`src/rtl/note_tone_player.sv`:
```
// Note player: accepts (code, beats) commands and renders each as a square wave
// timed purely in prescaler ticks, followed by a silent articulation gap.
module note_tone_player #(
    parameter int NOTE_W      = 4,
    parameter int DUR_W       = 4,
    parameter int HP_W        = 12,
    parameter int BEAT_TICKS  = 250000,
    parameter int GAP_TICKS   = 20000,
    parameter int HP_OVERRIDE = 0  // nonzero replaces every tonal half-period
) (
    input  logic              clk,
    input  logic              rst_n,
    input  logic              tick,
    input  logic              stop,
    input  logic              note_valid,
    input  logic [NOTE_W-1:0] note_code,
    input  logic [DUR_W-1:0]  note_dur,
    output logic              note_ready,
    output logic              busy,
    output logic              audio_out,
    output logic              note_done,
    output logic [NOTE_W-1:0] cur_note
);

    localparam int TICK_W = (BEAT_TICKS > 1) ? $clog2(BEAT_TICKS) : 1;
    localparam int GAP_W  = (GAP_TICKS > 1) ? $clog2(GAP_TICKS) : 1;
    localparam logic [TICK_W-1:0] BEAT_LAST = TICK_W'(BEAT_TICKS - 1);
    localparam logic [GAP_W-1:0]  GAP_LAST  = GAP_W'(GAP_TICKS - 1);

    typedef enum logic [1:0] {S_IDLE, S_LOAD, S_PLAY, S_GAP} state_t;

    state_t            state, state_nxt;
    logic [NOTE_W-1:0] code_q;
    logic [DUR_W-1:0]  dur_q;
    logic [HP_W-1:0]   hp_q;
    logic [HP_W-1:0]   tone_cnt;
    logic [TICK_W-1:0] tick_cnt;
    logic [DUR_W-1:0]  beat_cnt;
    logic [GAP_W-1:0]  gap_cnt;
    logic              audio_q;
    logic              accept;
    logic              beat_wrap;
    logic              gap_last;

    // Half periods in ticks at a 1 MHz tick; zero marks a rest code.
    function automatic logic [HP_W-1:0] hp_lookup(input logic [NOTE_W-1:0] code);
        logic [HP_W-1:0] hp;
        case (int'(code))
            1:       hp = HP_W'(3822);
            2:       hp = HP_W'(3608);
            3:       hp = HP_W'(3405);
            4:       hp = HP_W'(3214);
            5:       hp = HP_W'(3034);
            6:       hp = HP_W'(2863);
            7:       hp = HP_W'(2703);
            8:       hp = HP_W'(2551);
            9:       hp = HP_W'(2408);
            10:      hp = HP_W'(2273);
            11:      hp = HP_W'(2145);
            12:      hp = HP_W'(2025);
            default: hp = '0;
        endcase
        if (HP_OVERRIDE != 0 && hp != '0) hp = HP_W'(HP_OVERRIDE);
        return hp;
    endfunction

    assign note_ready = (state == S_IDLE) & ~stop;
    assign accept     = note_valid & note_ready;
    assign busy       = (state != S_IDLE);
    assign cur_note   = busy ? code_q : '0;
    assign audio_out  = audio_q;
    assign beat_wrap  = tick & (tick_cnt == BEAT_LAST) & (beat_cnt + DUR_W'(1) == dur_q);
    assign gap_last   = tick & (gap_cnt == GAP_LAST);
    assign note_done  = (state == S_GAP) & gap_last & ~stop;

    // NOTE: sequential state uses non-blocking assignments so every register
    // samples pre-edge values regardless of block ordering.
    always_ff @(posedge clk or negedge rst_n) begin
        if (!rst_n) state <= S_IDLE;
        else        state <= state_nxt;
    end

    // NOTE: the next state is defaulted first so no path can infer a latch.
    always_comb begin
        state_nxt = state;
        if (stop) begin
            state_nxt = S_IDLE;
        end else begin
            unique case (state)
                S_IDLE:  if (accept) state_nxt = S_LOAD;
                S_LOAD:  state_nxt = (dur_q == '0) ? S_GAP : S_PLAY;
                S_PLAY:  if (beat_wrap) state_nxt = S_GAP;
                S_GAP:   if (gap_last) state_nxt = S_IDLE;
                default: state_nxt = S_IDLE;
            endcase
        end
    end

    always_ff @(posedge clk or negedge rst_n) begin
        if (!rst_n) begin
            code_q   <= '0;
            dur_q    <= '0;
            hp_q     <= '0;
            tone_cnt <= '0;
            tick_cnt <= '0;
            beat_cnt <= '0;
            gap_cnt  <= '0;
            audio_q  <= 1'b0;
        end else if (stop) begin
            code_q   <= '0;
            dur_q    <= '0;
            hp_q     <= '0;
            tone_cnt <= '0;
            tick_cnt <= '0;
            beat_cnt <= '0;
            gap_cnt  <= '0;
            audio_q  <= 1'b0;
        end else begin
            case (state)
                S_IDLE: begin
                    if (accept) begin
                        code_q <= note_code;
                        dur_q  <= note_dur;
                    end
                end
                S_LOAD: begin
                    hp_q     <= hp_lookup(code_q);
                    tone_cnt <= '0;
                    tick_cnt <= '0;
                    beat_cnt <= '0;
                    gap_cnt  <= '0;
                    audio_q  <= 1'b0;
                end
                S_PLAY: begin
                    if (beat_wrap) begin
                        // Last beat ends: silence wins over any coincident toggle.
                        audio_q  <= 1'b0;
                        tone_cnt <= '0;
                        tick_cnt <= '0;
                        beat_cnt <= '0;
                    end else if (tick) begin
                        if (hp_q != '0) begin
                            if (tone_cnt == hp_q - HP_W'(1)) begin
                                audio_q  <= ~audio_q;
                                tone_cnt <= '0;
                            end else begin
                                tone_cnt <= tone_cnt + HP_W'(1);
                            end
                        end
                        if (tick_cnt == BEAT_LAST) begin
                            tick_cnt <= '0;
                            beat_cnt <= beat_cnt + DUR_W'(1);
                        end else begin
                            tick_cnt <= tick_cnt + TICK_W'(1);
                        end
                    end
                end
                S_GAP: begin
                    audio_q <= 1'b0;
                    if (tick) gap_cnt <= (gap_cnt == GAP_LAST) ? '0 : gap_cnt + GAP_W'(1);
                end
                default: audio_q <= 1'b0;
            endcase
        end
    end

endmodule

```
`config.mk`:
```
export PLATFORM = sky130hd
export DESIGN_NAME = note_tone_player
export DESIGN_NICKNAME = d
export VERILOG_FILES = /design/src/rtl/note_tone_player.sv
export SDC_FILE = /design/constraint.sdc
export NUM_CORES = 1
export LEC_CHECK = 0
export BUFFER_PORTS_ARGS = -buffer_cell sky130_fd_sc_hd__buf_2
export CORE_ASPECT_RATIO = 0.6
export CORE_MARGIN = 2
export CORE_UTILIZATION = 56
export CTS_CLUSTER_SIZE = 40
export DETAILED_ROUTE_END_ITERATION = 10
export GPL_ROUTABILITY_DRIVEN = 0
export GPL_TIMING_DRIVEN = 1
export HOLD_SLACK_MARGIN = 0.03
export PLACE_DENSITY = 0.77
export SETUP_SLACK_MARGIN = 0.02
export SYNTH_ARGS = -nofsm -noshare
export SYNTH_HDL_FRONTEND = slang
export SYNTH_SLANG_ARGS = --single-unit
```
`constraint.sdc`:
```
create_clock -name clk -period 2.8 [get_ports clk]
set_input_delay 0.14 -clock clk [delete_from_list [all_inputs] [get_ports clk]]
set_output_delay 0.14 -clock clk [all_outputs]
set_load 0.02 [all_outputs]
```
==> impl_metrics.sql, run 1 <==
INSERT INTO impl_metrics (metric_group, metric, value, unit) VALUES
('status', 'outcome', 'complete, but fails checks', ''),
('status', 'violated_checks', 'negative setup slack', ''),
('global_route', 'global_route_overflow', '0', ''),
('timing', 'setup_viol_count_final', '7', ''),
('synthesis', 'yosys.cell_count.top_type', 'sky130_fd_sc_hd__dfrtp_1', ''),
('setup_path', 'path_delay_family', 'simple AND/OR/NAND/NOR gates', ''),
('timing', 'finalClockSkew', '0.00425', 'ns'),
('timing', 'final_critical_path_setup_slack', '-0.0667', 'ns'),
('setup_path', 'critical_path_depth', '7', ''),
('timing', 'final-hold-violation-count', '0', ''),
('synthesis', 'yosys.area.top_type_share', '39.9', '%'),
('clock_tree', 'tritoncts.num_buffers', '9', ''),
('floorplanning', 'die_area', '8820', 'um^2'),
('setup_path', 'slowest_stage', 'sky130_fd_sc_hd__or4_4', ''),
('clock_tree', 'clock-sinks', '72', ''),
('placement', 'hpwl', '8.51', 'mm'),
('setup_path', 'crit_arrival', '3.14', 'ns'),
('floorplanning', 'floorplan.initialDensity', '57.5', '%'),
('routing', 'firstDrtPassIters', '5', ''),
('setup_path', 'ff2ff_path_depth', '7', ''),
('synthesis', 'synth_edf_count', '0', ''),
('floorplanning', 'die_w', '120', 'um'),
('global_route', 'grt_most_used_layer', 'met1', ''),
('routing', 'drt.antenna.violating_nets', '0', ''),
('power', 'power.leakage', '2.40', 'nW'),
('setup_path', 'crit_path_start_kind', 'flip-flop', ''),
('clock_tree', 'insertion_delay', '0.33', 'ns'),
('floorplanning', 'placementRows', '25', ''),
('setup_path', 'ff2ff_setup_slack', '-0.07', 'ns'),
('final_layout', 'n_antenna_cell', '0', ''),
('setup_path', 'endpoint_kind', 'flip-flop', ''),
('global_route', 'grt_start_max_net_pins', '31', ''),
('final_layout', 'area_overhead_of_the_layout_relative_to_synthesis', '18.9', '%'),
('routing', 'num_vias', '4225', ''),
('setup_path', 'path_common_cell', 'sky130_fd_sc_hd__or4_4', ''),
('placement', 'pre_cts_slack', '-0.0771', 'ns'),
('final_layout', 'final_cells', '693', ''),
('power', 'vdd_ir_drop_max', '0.523', 'mV'),
('flow_run', 'cap_viol_max_count', '0', ''),
('clock_tree', 'clk_transition_reported_paths', '0.05', 'ns'),
('synthesis', 'post_synth_instance_area', '4520', 'um^2'),
('setup_path', 'r2r-start', 'tick_cnt[11]', ''),
('routing', 'wire_per_inst', '16.9', 'um'),
('final_layout', 'drive_gt1_share', '17.3', '%'),
('routing', 'detail_route.drc_violations', '0', ''),
('placement', 'place.detailed.instances', '673', ''),
('clock_tree', 'clock_tree.buffer_depth', '2', ''),
('placement', 'numPortBuffers', '20', ''),
('setup_path', 'worst-path-buf-inv', '0', ''),
('floorplanning', 'io_pins', '21', ''),
('power', 'power-per-cell-area', '714', 'nW/um^2'),
('synthesis', 'postSynth.topFlopCell', 'sky130_fd_sc_hd__dfrtp_1', ''),
('global_route', 'grtUsageMet2', '42.2', '%'),
('min_path', 'timing.hold.worst_path_depth', '3', ''),
('setup_path', 'r2r-end', 'tone_cnt[9]', ''),
('routing', 'drt_first_iter_violations', '321', ''),
('timing', 'tns', '-0.226', 'ns'),
('synthesis', 'synth-async-reset-ratio', '100', '%'),
('global_route', 'use_met3', '6.91', '%'),
('synthesis', 'syn_avg_cell_area', '8.49', 'um^2'),
('timing', 'final_period_minus_worst_setup_slack', '2.87', 'ns'),
('synthesis', 'synth_cell_type_count', '60', ''),
('routing', 'detail_route.wirelength', '11.7', 'mm'),
('min_path', 'timing.hold.worst.start', 'note_dur[3]', ''),
('setup_path', 'crit_path_cell_trace', 'or4b_1 -> or4_4 -> or4_4 -> a31o_4 -> or3_4 -> a211oi_2 -> a21o_1', ''),
('routing', 'via_per_inst', '6.10', ''),
('global_route', 'grt_first_pass_wirelength', '19.6', 'mm'),
('timing', 'maxSlewViolCount', '0', ''),
('timing', 'post-route-period-util', '102', '%'),
('global_route', 'first_global_vias', '3913', ''),
('synthesis', 'syn-num-nets', '562', '');
-- where the power goes --
group / internal, mW / total (mW) / switching (mW) / leakage, nW
registers: 1.14 / 1.27 / 0.133 / 0.995
logic: 0.636 / 1.49 / 0.858 / 1.27
clock network: 0.663 / 1.07 / 0.407 / 0.135
-- per-layer routing --
metal  wire length [um]  up-vias
met2               4870      189
li1                   -     2003
met3               1050       15
met1               5650     2018
met4                135        0
met5                  0        -
-- registers in the layout, indices dropped and copies added (netlist names) --
register and flops:
audio_out 1, beat_cnt 4, code_q 4, dur_q 4, gap_cnt 15, hp_q 12, state 2, tick_cnt 18
tone_cnt 12
-- worst max path at each step --
stage	slack, ns	startpoint	end
floorplan	-0.12	tick_cnt[11]	tone_cnt[8]
global placement	-0.06	tick_cnt[11]	tone_cnt[3]
detailed placement	-0.08	beat_cnt[1]	tone_cnt[3]
CTS	-0.05	tick_cnt[11]	tone_cnt[3]
global route	-0.13	tick_cnt[11]	tone_cnt[9]
finish	-0.07	tick_cnt[11]	tone_cnt[9]
-- stage by stage --
| step | instance area [um^2] | util [%] |
|---|---|---|
| 2_1_floorplan | 4570 | - |
| 4_1_cts | 5300 | 67.5 |
| 6_report | 5370 | 68.4 |
| 3_3_place_gp | 4980 | 63.4 |
| 3_5_place_dp | 4980 | 63.4 |
| 5_1_grt | 5370 | 68.4 |
-- placed cells by master, fill, tap and decap left out, types with 3 or more instances in the layout --
master / synthesis / layout
sky130_fd_sc_hd__xor2_1: 18 / 18
sky130_fd_sc_hd__clkbuf_16: 0 / 9
sky130_fd_sc_hd__nor2_1: 61 / 61
sky130_fd_sc_hd__a211oi_1: 11 / 9
sky130_fd_sc_hd__a21o_1: 4 / 4
sky130_fd_sc_hd__nand3_1: 32 / 31
sky130_fd_sc_hd__buf_6: 1 / 3
sky130_fd_sc_hd__a21oi_1: 24 / 24
sky130_fd_sc_hd__nor2b_1: 7 / 7
sky130_fd_sc_hd__nand2b_1: 14 / 14
sky130_fd_sc_hd__o21ai_1: 1 / 4
sky130_fd_sc_hd__buf_2: 2 / 20
sky130_fd_sc_hd__ha_1: 17 / 15
sky130_fd_sc_hd__and3_1: 8 / 8
sky130_fd_sc_hd__a31oi_1: 3 / 3
sky130_fd_sc_hd__o41ai_1: 3 / 3
sky130_fd_sc_hd__inv_1: 12 / 10
sky130_fd_sc_hd__mux2i_1: 3 / 3
sky130_fd_sc_hd__o31ai_1: 11 / 11
sky130_fd_sc_hd__nor4_1: 3 / 3
sky130_fd_sc_hd__or3_1: 6 / 5
sky130_fd_sc_hd__o21ai_0: 50 / 47
sky130_fd_sc_hd__or4_1: 5 / 3
sky130_fd_sc_hd__xnor2_1: 13 / 13
sky130_fd_sc_hd__nor3b_1: 3 / 3
sky130_fd_sc_hd__nand2_1: 58 / 56
sky130_fd_sc_hd__or2_2: 4 / 4
sky130_fd_sc_hd__or4b_4: 0 / 3
sky130_fd_sc_hd__nand4_1: 4 / 4
sky130_fd_sc_hd__or4b_1: 4 / 3
sky130_fd_sc_hd__clkbuf_8: 0 / 3
sky130_fd_sc_hd__nor3_1: 15 / 15
sky130_fd_sc_hd__a22o_1: 8 / 8
sky130_fd_sc_hd__buf_4: 0 / 37
sky130_fd_sc_hd__a211oi_2: 2 / 4
sky130_fd_sc_hd__dfrtp_1: 72 / 72
sky130_fd_sc_hd__o21a_1: 3 / 3
-- worst min-delay path, delay by kind of cell --
kind            cells  cell delay [ns]
compound gates      1             0.06
buf+inv             1             0.10
simple gates        1             0.07
-- layout make-up --
type	count	area (um^2)
fill	584	2480
clock buffer	14	274
multi-input combinational	424	2660
sequential	72	1800
inverter	13	53.8
tap	108	135
timing repair buffer	62	442
-- repair_timing --
item,CTS,global route
setup endpoints to repair,13,31
buffers inserted,0,4
endpoints found under the hold margin,28,0
gates cloned,0,1
hold buffers,1,0
pin swaps,0,7
gates resized for setup,8,15
-- cell families (layout without fill, tap and decap cells) --
| family | after synthesis | after routing | share of synthesized area [%] |
|---|---|---|---|
| and+or+nand+nor | 236 | 236 | 26.0 |
| AOI/OAI and AO/OA | 135 | 135 | 19.0 |
| DFF | 72 | 72 | 39.9 |
| buffers and inverters | 36 | 89 | 3.21 |
| xor gates and xnor gates | 31 | 31 | 6.01 |
| adders and majority gates | 17 | 17 | 4.71 |
| muxes | 5 | 5 | 1.16 |
Power figures use the tool's default switching activity.
==> inputs of run 2 (changes only) <==
CORE_UTILIZATION = 65   (was 56)
PLACE_DENSITY = 0.84   (was 0.77)
clock period = 3.7 ns   (was 2.8 ns; I/O delays follow)
==> impl_metrics.sql, run 2 (synthesis gave the netlist of run 1 again) <==
INSERT INTO impl_metrics (metric_group, metric, value, unit) VALUES
('status', 'outcome', 'completed', ''),
('routing', 'firstDrtPassIters', '8', ''),
('routing', 'detail_route.wirelength', '11.2', 'mm'),
('setup_path', 'endpoint_kind', 'flip-flop', ''),
('power', 'combinationalPowerShare', '32.5', '%'),
('floorplanning', 'floorplan.initialDensity', '67.4', '%'),
('final_layout', 'max_reg_flops', '18', ''),
('power', 'sequential_power_share', '34.4', '%'),
('placement', 'placed_cell_area', '4660', 'um^2'),
('clock_tree', 'total_of_cells_resized_after_clock_tree_synthesis', '0', ''),
('final_layout', 'final_common_cell', 'sky130_fd_sc_hd__dfrtp_1', ''),
('routing', 'drt.antenna.violating_nets', '0', ''),
('power', 'power.leakage', '2.19', 'nW'),
('setup_path', 'crit_fanout', '11', ''),
('power', 'netSwitchingFraction', '36.2', '%'),
('floorplanning', 'die_w', '112', 'um'),
('clock_tree', 'clock-sinks', '72', ''),
('floorplanning', 'core_area', '6710', 'um^2'),
('power', 'power.internal', '1.83', 'mW'),
('clock_tree', 'clk_transition_reported_paths', '0.06', 'ns'),
('timing', 'finalClockSkew', '0.00560', 'ns'),
('placement', 'place.detailed.instances', '619', ''),
('setup_path', 'crit_arrival', '3.67', 'ns'),
('final_layout', 'register_with_the_highest_flop_count', 'tick_cnt', ''),
('setup_path', 'ff2ff_path_depth', '8', ''),
('final_layout', 'layout_common_cells', 'sky130_fd_sc_hd__dfrtp_1 (72), sky130_fd_sc_hd__nor2_1 (61), sky130_fd_sc_hd__nand2_1 (58)', ''),
('routing', 'met2_length', '4.66', 'mm'),
('timing', 'final_period_minus_worst_setup_slack', '3.39', 'ns'),
('final_layout', 'n_antenna_cell', '0', ''),
('floorplanning', 'die_area', '7650', 'um^2'),
('routing', 'drt_first_iter_violations', '478', ''),
('clock_tree', 'insertion_delay', '0.34', 'ns'),
('routing', 'via_per_inst', '6.39', ''),
('setup_path', 'worstSetupPathType', 'flip-flop to flip-flop', ''),
('floorplanning', 'die_h', '68.6', 'um'),
('timing', 'highest_clock_frequency_the_design_can_meet', '0.295', 'GHz'),
('final_layout', 'final_area', '4990', 'um^2'),
('power', 'switchingPower', '1.04', 'mW'),
('floorplanning', 'io_pins', '21', ''),
('power', 'power-per-cell-area', '575', 'nW/um^2'),
('clock_tree', 'postCtsHoldBufs', '0', ''),
('routing', 'wire_per_inst', '17.7', 'um'),
('clock_tree', 'clk_root_buffer_cell', 'sky130_fd_sc_hd__clkbuf_16', ''),
('timing', 'post-route-period-util', '91.5', '%'),
('floorplanning', 'placementRows', '23', ''),
('timing', 'worst_pin_slew', '1.15', 'ns'),
('setup_path', 'crit_path_start_kind', 'flip-flop', ''),
('global_route', 'grt_first_pass_wirelength', '18.2', 'mm'),
('final_layout', 'area_overhead_of_the_layout_relative_to_synthesis', '10.4', '%'),
('min_path', 'worst_hold_path_type', 'primary input to asynchronous set/reset pin', ''),
('routing', 'num_vias', '4057', ''),
('clock_tree', 'tritoncts.num_buffers', '9', ''),
('setup_path', 'cp.required', '3.98', 'ns'),
('final_layout', 'final_cells', '635', ''),
('timing', 'max_slew_margin', '23.4', '%'),
('timing', 'rsz0062_at_grt', 'no', ''),
('clock_tree', 'tritoncts', 'yes', ''),
('placement', 'hpwl', '7.95', 'mm'),
('final_layout', 'design.final.nets', '573', ''),
('timing', 'final_critical_path_setup_slack', '0.314', 'ns'),
('routing', 'dr.max_layer_used', 'met4', ''),
('flow_run', 'cap_viol_max_count', '0', ''),
('timing', 'final-hold-violation-count', '0', ''),
('final_layout', 'reg_top3', 'tick_cnt (18), gap_cnt (15)', ''),
('timing', 'hold-worst-slack', '0.0737', 'ns'),
('routing', 'detail_route.drc_violations', '0', ''),
('final_layout', 'drive_gt1_share', '9.67', '%'),
('timing', 'maxSlewViolCount', '0', ''),
('power', 'vdd_ir_drop_max', '0.419', 'mV'),
('timing', 'tns', '0', 'ns'),
('global_route', 'grt_use_total', '31.0', '%'),
('power', 'p_total', '2.87', 'mW'),
('timing', 'setup_viol_count_final', '0', ''),
('routing', 'detail_route.wirelength.met1', '5.44', 'mm'),
('global_route', 'grt_antenna_before_repair', '0', ''),
('placement', 'numPortBuffers', '20', ''),
('routing', 'detailroute.wirelength.met3', '990', 'um'),
('global_route', 'grt_start_max_net_pins', '51', ''),
('placement', 'pre_cts_slack', '0.363', 'ns'),
('clock_tree', 'post-cts-setup-buffer-count', '0', ''),
('clock_tree', 'h_tree_lvl_count', '3', ''),
('final_layout', 'post-route-util', '74.4', '%'),
('clock_tree', 'clock_tree.buffer_depth', '2', ''),
('global_route', 'first_global_vias', '3542', ''),
('power', 'clockPowerShare', '33.2', '%'),
('global_route', 'global_route_overflow', '0', '');
run 2: worst paths after layout:
check / from / end / slack [ns]
setup / recovery: beat_cnt[0] / tone_cnt[9] / 0.31
hold / removal: rst_n / tick_cnt[16] / 0.07
setup reg to reg: beat_cnt[0] / tone_cnt[9] / 0.31
hold reg to reg: beat_cnt[3] / beat_cnt[3] / 0.50
max in group asynchronous: rst_n / gap_cnt[14] / 2.69
min in group clk: note_dur[2] / dur_q[2] / 0.10
run 2: worst max-delay path, cell delays in order, from the launching register on:
cell	delay, ns
sky130_fd_sc_hd__dfrtp_1	0.44
sky130_fd_sc_hd__ha_1	0.36
sky130_fd_sc_hd__xor2_1	0.19
sky130_fd_sc_hd__or4b_2	0.66
sky130_fd_sc_hd__or4_1	0.53
sky130_fd_sc_hd__a31o_1	0.40
sky130_fd_sc_hd__or3_1	0.39
sky130_fd_sc_hd__a211oi_1	0.25
sky130_fd_sc_hd__a21o_1	0.11
run 2: area by class of cell:
class | instances | area, um^2
well taps | 87 | 109
repair buffers | 23 | 123
flip-flops and latches | 72 | 1800
clock inverters | 5 | 78.8
fillers | 497 | 1720
multi-input cells | 424 | 2570
clock buffers | 11 | 253
inverters | 13 | 48.8
run 2: power groups by stage:
stage | sequential (mW) | combinational (mW) | clock [mW]
global route | 0.994 | 1.04 | 0.997
global placement | 0.982 | 0.866 | 0
finish | 0.985 | 0.931 | 0.951
detailed placement | 0.989 | 0.904 | 0
CTS | 0.979 | 0.917 | 0.959
floorplan | 0.946 | 0.721 | 0
run 2: per-layer routing:
| metal | global-route usage, % | up-vias |
|---|---|---|
| li1 | - | 1937 |
| met1 | 46.6 | 1912 |
| met2 | 44.8 | 189 |
| met3 | 9.18 | 19 |
| met4 | 6.02 | 0 |
| met5 | 0 | - |
